File: src/rtl/wl_csr_reqrsp.sv
// Accelerator CSR slave on reqrsp: SCRATCH/CTRL/STATUS/CYCLES, start/done handshake, level irq.
// One-cycle response latency; q_ready drops only while a held response waits on p_ready.
package wl_csr_reqrsp_pkg;
    typedef enum logic [3:0] {
        AMONone = 4'h0, AMOSwap = 4'h1, AMOAdd  = 4'h2, AMOAnd = 4'h3,
        AMOOr   = 4'h4, AMOXor  = 4'h5, AMOMax  = 4'h6, AMOMaxu = 4'h7,
        AMOMin  = 4'h8, AMOMinu = 4'h9, AMOLR   = 4'hA, AMOSC  = 4'hB
    } amo_op_e;

    typedef struct packed {
        logic [31:0] addr;
        logic        write;
        amo_op_e     amo;
        logic [31:0] data;
        logic [3:0]  strb;
        logic [1:0]  size;
    } core_data_req_chan_t;

    typedef struct packed {
        core_data_req_chan_t q;
        logic                q_valid;
        logic                p_ready;
    } core_data_req_t;

    typedef struct packed {
        logic [31:0] data;
        logic        error;
    } core_data_rsp_chan_t;

    typedef struct packed {
        core_data_rsp_chan_t p;
        logic                p_valid;
        logic                q_ready;
    } core_data_rsp_t;
endpackage

module wl_csr_reqrsp
    import wl_csr_reqrsp_pkg::*;
#(
    parameter int unsigned          AddrWidth = 32,
    parameter int unsigned          DataWidth = 32,
    parameter logic [AddrWidth-1:0] BaseAddr  = 32'h0004_0000,
    parameter type                  req_t     = core_data_req_t,
    parameter type                  rsp_t     = core_data_rsp_t
) (
    input  logic clk_i,
    input  logic rst_ni,
    input  req_t req_i,
    output rsp_t rsp_o,
    output logic start_o,
    input  logic done_i,
    output logic busy_o,
    output logic irq_o
);
    logic                 p_valid;
    logic [DataWidth-1:0] p_data;
    logic                 p_error;
    logic [DataWidth-1:0] scratch;
    logic [31:0]          cycles;
    logic                 irq_en;
    logic                 busy;
    logic                 done;
    logic                 start_q;

    logic                 q_ready;
    logic                 accept;
    logic                 hit;
    logic                 err;
    logic                 wr_ok;
    logic [1:0]           idx;
    logic                 done_evt;
    logic                 start_evt;
    logic                 w1c;
    logic [DataWidth-1:0] rdata;
    logic                 unused_bits;

    assign idx       = req_i.q.addr[3:2];
    assign hit       = (req_i.q.addr[AddrWidth-1:4] == BaseAddr[AddrWidth-1:4]);
    assign err       = !hit || (req_i.q.amo != AMONone);
    assign q_ready   = !p_valid || req_i.p_ready;
    assign accept    = req_i.q_valid && q_ready;
    assign wr_ok     = accept && req_i.q.write && !err;
    assign done_evt  = done_i && busy;
    // START is judged against BUSY before this edge, so a start racing done_i is dropped.
    assign start_evt = wr_ok && (idx == 2'd1) && req_i.q.strb[0] && req_i.q.data[0] && !busy;
    assign w1c       = wr_ok && (idx == 2'd2) && req_i.q.strb[0] && req_i.q.data[1];
    assign unused_bits = ^{req_i.q.size, req_i.q.addr[1:0]};

    always_comb begin
        rdata = '0;
        unique case (idx)
            2'd0: rdata = scratch;
            2'd1: rdata = {{(DataWidth-2){1'b0}}, irq_en, 1'b0};
            2'd2: rdata = {{(DataWidth-2){1'b0}}, done, busy};
            2'd3: rdata = cycles;
            default: rdata = '0;
        endcase
    end

    always_ff @(posedge clk_i or negedge rst_ni) begin
        if (!rst_ni) begin
            p_valid <= 1'b0;
            p_data  <= '0;
            p_error <= 1'b0;
            scratch <= '0;
            cycles  <= '0;
            irq_en  <= 1'b0;
            busy    <= 1'b0;
            done    <= 1'b0;
            start_q <= 1'b0;
        end else begin
            if (accept) begin
                p_valid <= 1'b1;
                p_data  <= (err || req_i.q.write) ? '0 : rdata;
                p_error <= err;
            end else if (req_i.p_ready) begin
                p_valid <= 1'b0;
            end

            if (wr_ok && idx == 2'd0) begin
                for (int b = 0; b < 4; b++) begin
                    if (req_i.q.strb[b]) scratch[8*b +: 8] <= req_i.q.data[8*b +: 8];
                end
            end
            if (wr_ok && idx == 2'd1 && req_i.q.strb[0]) irq_en <= req_i.q.data[1];

            start_q <= start_evt;
            if (start_evt)     cycles <= '0;
            else if (busy)     cycles <= cycles + 32'd1;

            if (start_evt)     busy <= 1'b1;
            else if (done_evt) busy <= 1'b0;

            // A completion landing with a W1C keeps DONE set so the event is not lost.
            if (done_evt)      done <= 1'b1;
            else if (w1c)      done <= 1'b0;
        end
    end

    always_comb begin
        rsp_o         = '0;
        rsp_o.p.data  = p_data;
        rsp_o.p.error = p_error;
        rsp_o.p_valid = p_valid;
        rsp_o.q_ready = q_ready;
    end

    assign start_o = start_q;
    assign busy_o  = busy;
    assign irq_o   = done & irq_en;
endmodule

File: config.mk
export PLATFORM = sky130hd
export DESIGN_NAME = wl_csr_reqrsp
export DESIGN_NICKNAME = d
export VERILOG_FILES = /design/src/rtl/wl_csr_reqrsp.sv
export SDC_FILE = /design/constraint.sdc
export NUM_CORES = 1
export LEC_CHECK = 0
export ABC_AREA = 1
export CAP_MARGIN = 20
export CORE_MARGIN = 5
export CORE_UTILIZATION = 48
export CTS_BUF_LIST = sky130_fd_sc_hd__clkbuf_8
export CTS_CLUSTER_DIAMETER = 50
export CTS_CLUSTER_SIZE = 30
export DETAILED_ROUTE_END_ITERATION = 8
export PLACE_DENSITY = 0.77
export SLEW_MARGIN = 20
export SYNTH_ARGS = -nofsm -noshare
export SYNTH_HDL_FRONTEND = slang
export SYNTH_SLANG_ARGS = --single-unit
File: constraint.sdc
create_clock -name clk_i -period 1.6 [get_ports clk_i]
set_input_delay 0.16 -clock clk_i [delete_from_list [all_inputs] [get_ports clk_i]]
set_output_delay 0.16 -clock clk_i [all_outputs]
set_load 0.1 [all_outputs]
Yosys cells after proc, flatten, opt, wreduce, memory -nomap -nowiden
Index checks and enable logic that the tools add are counted.
{"block": "word_totals", "ff_bits": 102, "wordCells": 57, "latch_bits": 0, "n_memories": 0, "mem_bits_ro": 0, "inputBits": 80, "ram_bits": 0}
{"block": "op_classes", "div": 0, "addsub": 1, "reduce_logical": 29, "shifts": 0, "order_cmp": 0, "n_eq_ne": 4, "n_bitwise": 1, "n_mul": 0, "n_mux": 10}
{"operator": "$pmux 32 s4", "count": 1}
{"operator": "$mux 32", "count": 3}
{"operator": "$add 32x1->32 const B", "count": 1}
{"operator": "$eq 28x15->1 const B", "count": 1}
{"operator": "$logic_and 1x1->1", "count": 12}
{"operator": "$reduce_and 2->1", "count": 4}
{"operator": "$reduce_bool 2->1", "count": 4}
{"operator": "$mux 1", "count": 6}
{"operator": "$eq 2x2->1 const B", "count": 2}
{"operator": "$logic_not 1->1", "count": 4}
{"operator": "$reduce_bool 4->1", "count": 1}
{"operator": "$logic_or 1x1->1", "count": 3}
{"operator": "$eq 2x1->1 const B", "count": 1}
{"operator": "$logic_not 2->1", "count": 1}
{"operator": "$and 1x1->1", "count": 1}

Logic depth before layout (Yosys ltp)
{"block": "logic_depth", "depth_word": 10, "depth_mapped": 11}

Worst setup path before layout
OpenSTA, ideal clock, no wires.
{"block": "synth_path", "path_type": "register to register", "startpoint": "reg busy, in the netlist busy_o", "endpoint": "reg cycles[18]", "required_time_ns": 1.480, "setup_slack_ns": -0.746, "path_stages_with_launch": 11, "arrival_time_ns": 2.226, "cell_sequence": "dfrtp_1 > buf_2 > nand2_1 > nor2_1 > nand4_1 > nor2_1 > nand2_1 > nor2_1 > nand2_1 > nand3_1 > nand2_1"}
{"block": "synth_via", "elab_chain_cells": 3, "elab_cells_between_ends": 4}
{"element": "start: declaration", "line": "61", "rtl": "logic busy;"}
{"element": "start signal: assignment", "line": "108", "rtl": "busy <= 1'b0;"}
{"element": "start signal: assignment", "line": "131", "rtl": "if (start_evt) busy <= 1'b1;"}
{"element": "start signal: assignment", "line": "132", "rtl": "else if (done_evt) busy <= 1'b0;"}
{"element": "$logic_not 1->1", "line": "85", "rtl": "assign start_evt = wr_ok && (idx == 2'd1) && req_i.q.strb[0] && req_i.q.data[0] && !busy;"}
{"element": "$logic_and 1x1->1", "line": "85"}
{"element": "$mux 32 or $reduce_bool 2->1 (tied branches)"}
{"element": "end signal: assignment", "line": "129", "rtl": "else if (busy) cycles <= cycles + 32'd1;"}
{"element": "end: declaration", "line": "59", "rtl": "logic [31:0] cycles;"}
Several ways; a longest one is shown, not always the timed one.
A chain may end at the register's enable or synchronous reset.

Worst setup path in the final report
{"block": "layout_path", "startpoint": "reg cycles[1]", "endpoint": "reg cycles[29]"}
{"block": "layout_via", "elab_chain_cells": 3}
{"element": "$add 32x1->32", "line": "129"}
{"element": "$mux 32", "line": "129"}
{"element": "$mux 32", "line": "128", "rtl": "if (start_evt) cycles <= '0;"}
Every way passes these cells. The select of a mux whose other input is x is not followed.

==> results.ini <==
[placed_design]
place_congestion=0.855
io_buffer_count=113
place_area_mm2=0.00750
dpl.hpwl_mm=11.3

[logic_synthesis]
async_flop_share_pct=100
synth_edf_count=0
synth_common_cells=nand2_1, inv_1, dfrtp_1, nor2_1, o21ai_0
seq_area_frac_synth_pct=46.8
synth_cell_types=33
synth_seq_cells=102
synth_area_mm2=0.00545
syn_inst=719
yosysMostFrequentCell=nand2_1
synth_top_area_cell=dfrtp_1
ys_warn_count=0
synth_area_leaders=dfrtp_1, nand2_1, inv_1
syn_area_per_cell_um2=7.58
synthFlopType=dfrtp_1
netlist.area_leader.share_pct=46.8
synth_nets=800

[detailed_routing]
route.detailed.wl_per_inst_um=15.0
vias_per_cell=5.16
vias=5329
post-route-drc-count=0
dr.first_iter.drc_count=242
drt-pass1-iter-count=5
drtAntennaViolNets=0
wl_mm=15.5

[final_layout]
antenna_cells=0
fin_area_mm2=0.00806
multi_input_area_mm2=0.00264
fill_cells=867
final_nets=966
layout.area.seq_mm2=0.00256
drive_gt1_share_pct=25.7
syn_to_final_growth_pct=48.0

[critical_path]
cp.required_ns=1.89
critPathMaxFanout=4
reg2reg_slack_ns=-0.09
r2r_end=cycles[29]
critical_path_class=register to register
cp.arrival_ns=1.97
start_kind=register
reg2reg_from=cycles[1]
end_kind=register
reg2regPathDepth=9

[grt]
grt-ovfl-total=0
grt_pass1_wl_mm=25.1
grtUsageTotal_pct=23.2
antenna_found_initial=0
grt_max_degree=41
first_global_vias=5474

[sta]
tightest_slew_ns=0.515
worst_slack_ns=-0.0857
hold_ws_ns=0.310
rsz0062_at_grt=true
fmax_ghz=0.593
skew_ns=0.0137
setup_viol=46
fin_crit_ns=1.69
drv_slew=0
tns_ns=-1.54
period_share_pct=105
slew_headroom_pct=65.7
hold_viol_final=0

[pwr]
combPwrFrac_pct=24.1
power.total_mw=5.87
power_density_mw_per_mm2=728
leakagePower_nw=3.73
p_switching_mw=1.75
pwr-share-seq_pct=48.4
internal-power_mw=4.12
peakVddDrop_mv=0.532
p_sw_share_pct=29.8
clock_power_share_pct=27.5

[clock_network]
htreeDepth=3
numCtsBuffers=9
cts_max_path_buffers=2
cts_tree=built
clk_latency_ns=0.37
cts.sinks=102
root_buffer=clkbuf_8
path_clk_slew_ns=0.10

[status]
outcome=finished with violations
violations=negative setup slack

[die]
initial_core_util_pct=48.3
die_w_um=117
die_area_mm2=0.0136
boundaryPins=118
fp-row-count=39
core_area_mm2=0.0113
die_h_um=117

[worst_hold_path]
hp-class=input port to async pin

[job]
max_cap_viol_count=0

## worst max-delay path by stage
| stage | from | endpoint | slack (ns) | depth (start not counted) |
|---|---|---|---|---|
| floorplan | busy_o | cycles[18] | -0.19 | 10 |
| global placement | req_i[63] | scratch[2] | -0.36 | 11 |
| detailed placement | req_i[52] | scratch[28] | -0.49 | 10 |
| CTS | cycles[1] | cycles[30] | -0.08 | 10 |
| global route | cycles[1] | cycles[30] | -0.21 | 10 |
| finish | cycles[1] | cycles[29] | -0.09 | 9 |
## timing repair
| action | CTS | global route |
|---|---|---|
| endpoints found under the setup margin | 47 | 76 |
| gates cloned | 5 | 0 |
| endpoints found under the hold margin | 34 | 0 |
| pin swaps | 9 | 21 |
| hold buffers | 1 | 0 |
| buffers inserted | 3 | 4 |
| resized for setup | 20 | 70 |
## layout by cell type (no fill, tap or decap), types with 2 or more instances in the layout
cell type        instances
nor3_1                   9
nand3_1                 17
buf_12                  42
clkinv_2                 3
a21oi_1                 12
or2_2                    2
inv_2                    2
nand3_2                  6
nor2_2                  12
clkdlybuf4s50_1         74
o21ai_1                 22
inv_1                  122
o21bai_1                11
nand4_4                  2
nand3_4                 10
o21ai_2                 32
nand2_4                  3
nand2_2                 34
buf_4                   51
nand4_1                  9
nor3_4                   3
o21ai_0                 50
nand2_1                162
nor2_1                  61
buf_6                    5
nor3_2                   3
clkbuf_8                10
nor2_4                   2
dfrtp_1                101
nor4_1                   3
## per-stage QoR
step	cells	utilization (%)	worst slack (ns)
after floorplan	719	-	-0.186
after global placement	1004	66.5	-0.359
after detailed placement	1004	66.5	-0.488
after CTS	1029	69.9	-0.0826
after global routing	1033	71.5	-0.210
final	1033	71.5	-0.0857
## cell type report
cell class,count,share of cell area (%)
Timing Repair Buffer,173,25.2
Multi-Input combinational cell,475,32.7
Tap cell,143,2.22
Clock inverter,6,0.683
Clock buffer,10,1.71
Inverter,124,5.82
Sequential cell,102,31.7
## power groups by stage
stage	registers [mW]	logic, mW	clock network [mW]
after floorplan	2.88	0.567	0
after global placement	2.86	1.22	0
after detailed placement	2.87	1.26	0
after CTS	2.83	1.33	1.64
after global routing	2.86	1.56	1.74
final	2.84	1.41	1.61
## logic make-up (layout without fill, tap and decap cells)
group,after synthesis,in the layout,synth area share [%]
simple gates,336,341,26.8
compound gates,132,132,15.0
xor+xnor,1,1,0.161
flops,102,102,46.8
fa+ha+maj,1,1,0.230
buf+inv,147,313,10.9
## worst max-delay path: stages, from the launching register on
cell	delay [ns]
dfrtp_1	0.42
nand2_1	0.12
nor2_4	0.15
buf_4	0.13
nand2_1	0.07
nor2_2	0.14
nand4_1	0.22
nor2_2	0.17
nand3_1	0.09
o21ai_0	0.10
## sequential cells by signal, indices dropped and copies added, names as in the netlist
name / count
p_error: 1
p_valid: 1
irq_en: 1
scratch: 32
p_data: 32
cycles: 32
busy_o: 1
done: 1
start_o: 1
## routing by layer
layer	GRT usage, %	vias up	share of wire [%]
met1	29.6	2532	42
met3	3.26	24	6.5
met5	0	-	0
met2	40.1	182	49
met4	9.25	0	2.1
li1	-	2591	-
Note: power is estimated with default switching activity, not from simulation.
